File: config.mk
export PLATFORM = sky130hd
export DESIGN_NAME = tx_module
export DESIGN_NICKNAME = d
export VERILOG_FILES = /design/src/rtl/tx_module.sv
export SDC_FILE = /design/constraint.sdc
export NUM_CORES = 1
export LEC_CHECK = 0
export BUFFER_PORTS_ARGS = -buffer_cell sky130_fd_sc_hd__buf_2
export CORE_MARGIN = 10
export CORE_UTILIZATION = 55
export DETAILED_ROUTE_END_ITERATION = 10
export GPL_ROUTABILITY_DRIVEN = 0
export PLACE_DENSITY = 0.8
export RECOVER_POWER = 50
export SYNTH_ARGS = -nofsm -noshare
export SYNTH_HDL_FRONTEND = slang
export SYNTH_SLANG_ARGS = --single-unit
export TNS_END_PERCENT = 100
File: constraint.sdc
create_clock -name CLK -period 2.33 [get_ports CLK]
set_input_delay 0.3495 -clock CLK [delete_from_list [all_inputs] [get_ports CLK]]
set_output_delay 0.3495 -clock CLK [all_outputs]
set_load 0.02 [all_outputs]
File: src/rtl/tx_module.sv
// tx_module: RS232 byte transmitter, 8N1 framing with registered line and done outputs.
// Define TX_PARITY_EN to insert an even-parity bit between the data bits and the stop bit.
module tx_module #(
  parameter int BPS_CNT = 434
) (
  input  logic       CLK,
  input  logic       RSTn,
  input  logic       TX_En_Sig,
  input  logic [7:0] TX_Data,
  output logic       TX_Done_Sig,
  output logic       TX_Pin_Out
);
  localparam int CW = BPS_CNT > 2 ? $clog2(BPS_CNT) : 1;
  localparam logic [CW-1:0] C_LAST = CW'(BPS_CNT - 1);
`ifdef TX_PARITY_EN
  typedef enum logic [2:0] {IDLE, START, DATA, PARITY, STOP, DONE, WAIT_LOW} state_t;
`else
  typedef enum logic [2:0] {IDLE, START, DATA, STOP, DONE, WAIT_LOW} state_t;
`endif
  state_t r_state, w_next;
  logic [CW-1:0] r_cnt;
  logic [2:0] r_idx;
  logic [7:0] r_shift;
  logic r_pin, r_done, w_pin, w_done, w_bit_end, w_idle;
  assign w_bit_end = r_cnt == C_LAST;
  assign w_idle = r_state == IDLE || r_state == DONE || r_state == WAIT_LOW;
  assign TX_Pin_Out = r_pin;
  assign TX_Done_Sig = r_done;
  always_ff @(posedge CLK) begin
    if (!RSTn) begin
      r_state <= IDLE;
      r_cnt <= '0;
      r_idx <= '0;
      r_shift <= '0;
      r_pin <= 1'b1;
      r_done <= 1'b0;
    end else begin
      r_state <= w_next;
      r_cnt <= (w_bit_end || w_idle || w_next != r_state) ? '0 : r_cnt + 1'b1;
      r_idx <= (r_state == DATA) ? r_idx + {2'b0, w_bit_end} : '0;
      if (r_state == IDLE && TX_En_Sig) r_shift <= TX_Data;
      r_pin <= w_pin;
      r_done <= w_done;
    end
  end
  always_comb begin
    w_next = r_state;
    w_pin = 1'b1;
    w_done = 1'b0;
    case (r_state)
      IDLE: w_next = TX_En_Sig ? START : IDLE;
      START: begin
        w_pin = 1'b0;
        w_next = w_bit_end ? DATA : START;
      end
      DATA: begin
        w_pin = r_shift[r_idx];
`ifdef TX_PARITY_EN
        w_next = (w_bit_end && r_idx == 3'd7) ? PARITY : DATA;
      end
      PARITY: begin
        w_pin = ^r_shift;
        w_next = w_bit_end ? STOP : PARITY;
`else
        w_next = (w_bit_end && r_idx == 3'd7) ? STOP : DATA;
`endif
      end
      STOP: w_next = w_bit_end ? DONE : STOP;
      DONE: begin
        w_done = 1'b1;
        w_next = WAIT_LOW;
      end
      WAIT_LOW: w_next = TX_En_Sig ? WAIT_LOW : IDLE;
      default: w_next = IDLE;
    endcase
  end
  a_bps_cnt: assert property (@(posedge CLK) BPS_CNT >= 2)
    else $fatal(1, "tx_module: BPS_CNT below 2 is unsupported");
endmodule

# --- Word-level counts from Yosys, hierarchy flattened ---
# Index checks and enable logic that the tools add are counted.
word_totals:
  n_memories: 0
  input_bits: 11
  ramBits: 0
  rom_bits: 0
  latch_bits: 0
  ff_bits: 25
  out_inout_bits: 2
classes:
  div_mod_pow: 0
  add_sub_neg: 2
  n_mux: 10
  n_eq_ne: 8
  n_reduce_logical: 9
  n_lt_le_gt_ge: 1
  n_mul: 0
  n_bitwise: 1
  n_shift: 0
ops:
  columns: ["operator", "count"]
  rows:
  - ["$pmux W3 S6", 1]
  - ["$add A9 B1 Y9 const B", 1]
  - ["$eq A3 B3 Y1 const B", 3]
  - ["$eq A9 B9 Y1 const B", 1]
  - ["$eq A3 B2 Y1 const B", 2]
  - ["$mux W3", 2]
  - ["$logic_or A1 B1 Y1", 4]
  - ["$lt A3 B4 Y1 const B", 1]
  - ["$mux W1", 4]
  - ["$add A3 B1 Y3", 1]
  - ["$bmux W1 S3", 1]
  - ["$eq A3 B1 Y1 const B", 1]
  - ["$logic_not A3 Y1", 1]
  - ["$ne A3 B3 Y1", 1]
  - ["$logic_and A1 B1 Y1", 2]
  - ["$mux W2", 1]
  - ["$pmux W1 S2", 1]
  - ["$reduce_and A2 Y1", 1]
  - ["$reduce_or A2 Y1", 1]
  - ["$not A1 Y1", 1]

# --- Longest topological paths before layout ---
depth:
  word_depth: 7
  mapped_depth: 9
  mapped_depth_nobuf: 9

# --- Worst setup path before layout ---
# No wires, ideal clock.
synth_path:
  path_type: "register to register"
  start: "reg r_cnt[0]"
  end: "reg r_idx[2]"
  arrival_time_ps: 1762
  path_buffers: 0
  required_time_ps: 2215
  path_stages_with_launch: 9
  setup_slack_ps: 453
  path_cell_list: "dfxtp_1 ha_1 nand4bb_1 or3_2 clkinv_1 ha_1 ha_1 xor2_1 and2_1"
synth_via:
  elab_chain_len: 2
synth_lines:
  columns: ["item", "line", "rtl"]
  rows:
  - ["start: declaration", "21", "logic [CW-1:0] r_cnt;"]
  - ["start signal: assignment", "39", "r_cnt <= (w_bit_end || w_idle || w_next != r_state) ? '0 : r_cnt + 1'b1;"]
  - ["$eq A9 B9 Y1", "25", "assign w_bit_end = r_cnt == C_LAST;"]
  - ["$add A3 B1 Y3", "40", "r_idx <= (r_state == DATA) ? r_idx + {2'b0, w_bit_end} : '0;"]
  - ["end signal: assignment", "40", null]
  - ["end: declaration", "22", "logic [2:0] r_idx;"]
# Every way passes these cells.
# A chain may end at the register's enable or synchronous reset.

# --- Worst setup path after layout ---
# Ends and elaborated chain as after synthesis.

==> flow_metrics.py <==
metrics = {
    "status": {
        "status": "complete, no violations",
    },
    "timing": {
        "min_period_ns": 2.11,
        "hold_slack_ns": 0.273,
        "setup_violations": 0,
        "hold_viol": 0,
        "finalSetupTns_ns": 0,
        "clock.fmax_mhz": 474,
        "grt_setup_unrepaired": "no",
        "worst_pin_slew_ns": 0.704,
        "fin_crit_sh_pct": 90.6,
        "slew_headroom_pct": 52.7,
        "skew_ns": 0.00242,
        "slew_viol_final": 0,
    },
    "clock_tree": {
        "insertion_delay_ns": 0.30,
        "clock-root-buffer": "clkbuf_4",
        "cts_tree": "done",
        "cts_buffers": 3,
        "post_cts_buffers": 0,
        "cts_buffer_depth": 2,
        "hold_buffers": 0,
        "clkSlewWorstSetupHoldPaths_ns": 0.13,
        "cts.sinks": 25,
        "h-tree-depth": 1,
        "cts_resized": 0,
    },
    "critical_path": {
        "required_ns": 2.59,
        "worst_r2r_startpoint": "r_cnt[0]",
        "r2r_slack_ns": 0.22,
        "critPathArrivalTime_ns": 2.37,
        "endpoint_kind": "register",
        "regToRegEndpoint": "r_idx[2]",
        "crit_fanout": 8,
        "crit_type": "reg2reg",
        "rr_worst_depth": 8,
        "crit_path_start_kind": "register",
    },
    "drt": {
        "drc": 0,
        "via_count": 918,
        "drt_iter0_drc": 60,
        "drt-pass1-iter-count": 5,
        "wl_um": 2250,
        "final_antenna_net_count": 0,
        "via_per_inst": 5.67,
        "wl_per_cell_um": 13.9,
    },
    "synth": {
        "yosysUniqueCellTypes": 45,
        "async_reset_ff_share_pct": 0,
        "synth_top_area_share_pct": 41.5,
        "syn_area_per_cell_um2": 9.64,
        "ys.flop_type": "dfxtp_1",
        "synth_edf_count": 0,
        "synthesis.area_um2": 1200,
        "synth_seq_cells": 25,
        "synth_common_cells": "dfxtp_1 (25), nand2_1 (22), a21boi_0 (8), nor3_1 (6)",
        "synth_seq_area_share_pct": 41.5,
        "synth_top_area_cell": "dfxtp_1",
        "synthCells": 125,
        "syn-num-nets": 140,
        "yosysWarnings": 0,
        "yosys.cell_count.top_type": "dfxtp_1",
        "synthTopCellsByArea": "dfxtp_1 (42%), nand2_1 (6.9%), a21boi_0 (5.0%)",
    },
    "pwr": {
        "leakagePower_nw": 0.464,
        "p_per_area_nw_per_um2": 546,
        "ir_drop_mv": 0.460,
    },
    "final_layout": {
        "finalInstanceArea_um2": 1280,
        "diodes": 0,
        "final_nets": 151,
        "final_util_pct": 63.4,
        "syn_to_final_growth_pct": 6.33,
        "final_cells": 162,
        "drive_gt1_share_pct": 17.0,
    },
    "grt": {
        "grt_use_total_pct": 11.5,
        "grt_use_met1_pct": 13.1,
        "antenna_found_initial": 0,
        "grt-busiest-layer": "met2",
        "overflow": 0,
        "grt_max_degree": 14,
        "met3_usage_pct": 3.01,
        "grt_util_met2_pct": 19.2,
        "grt_pass1_vias": 952,
        "grt_pass1_wl_um": 4070,
    },
    "placed_design": {
        "port-buffer-count": 12,
        "dpl.hpwl_um": 1730,
        "place_area_um2": 1260,
        "dp.cells": 158,
    },
    "job": {
        "cap_violations": 0,
    },
    "die": {
        "ioPinCount": 13,
        "initial_core_util_pct": 59.6,
        "die_w_um": 66.8,
        "core_area_um2": 2020,
        "design.die.area_um2": 4460,
        "std_cell_rows": 16,
        "die_h_um": 66.8,
    },
    "min_path": {
        "hold_class": "in2reg",
        "hold_start": "TX_Data[2]",
        "worstHoldPathCells": 3,
        "holdPathEnd": "r_shift[2]",
    },
}
==> layer usage <==
metal	up-vias	wire (um)
met4	0	25
met5	-	0
met2	17	1090
met3	2	108
met1	432	1030
li1	467	-
==> registers in the layout (all words and copies together), names as in the netlist <==
register and flops:
r_cnt 9, r_shift 8, r_idx 3, r_state 3, TX_Done_Sig 1, TX_Pin_Out 1
==> placed cells by master (no fill, tap or decap), drive strengths merged, types with 2 or more instances in the layout <==
cell type,instances
a211oi,2
a21boi,8
and2,4
buf,10
clkbuf,6
dfxtp,25
ha,4
inv,2
mux2i,2
nand2,22
nand2b,2
nand3,3
nand4,2
nor2b,2
nor3,6
o211ai,2
o21ai,4
o311ai,2
or3,4
xor2,4
==> cells by family after synthesis <==
logic type / synth area share, %
flip-flops: 41.5
AND/OR/NAND/NOR: 26.1
buffers and inverters: 4.36
multiplexers: 4.47
AO/OA/AOI/OAI: 15.8
XOR/XNOR: 3.63
adder cells (fa/ha/maj): 4.15
==> report_power, final <==
part | total, W | switching, W | internal (W) | leakage (nW)
registers | 0.000454 | 0.0000129 | 0.000442 | 0.203
clock network | 0.000185 | 0.000119 | 0.0000667 | 0.0150
logic | 0.0000597 | 0.0000313 | 0.0000284 | 0.246
==> stage by stage <==
stage	setup WS [ns]	power (W)
final	0.219	0.000700
after detailed placement	0.260	0.000525
after floorplan	0.453	0.000508
after global routing	0.0928	0.000739
after CTS	0.216	0.000709
after global placement	0.378	0.000521
==> worst max path at each step <==
stage | endpoint | depth (start not counted) | from | slack, ns
CTS | r_idx[2] | 8 | r_cnt[0] | 0.22
global route | r_idx[2] | 8 | r_cnt[0] | 0.09
detailed placement | r_idx[2] | 8 | r_cnt[0] | 0.26
floorplan | r_idx[2] | 8 | r_cnt[0] | 0.45
global placement | r_idx[2] | 8 | r_cnt[0] | 0.38
finish | r_idx[2] | 8 | r_cnt[0] | 0.22
==> area by class of cell <==
type                    instances  area [um2]
multi-input cells              91         652
repair buffers                 12        57.6
flip-flops and latches         25         500
fillers                       183         741
well taps                      27        33.8
clock buffers                   4        26.3
inverters                       3        11.3
==> worst max-delay path, cell delays in order, from the launching register on <==
cell and delay [ns]:
dfxtp_1 0.46, ha_1 0.18, nand4bb_1 0.17, or3_2 0.47, clkinv_1 0.18, ha_1 0.18
ha_1 0.15, xor2_1 0.14, and2_1 0.13
No activity file was read; power rests on OpenSTA's default activity.
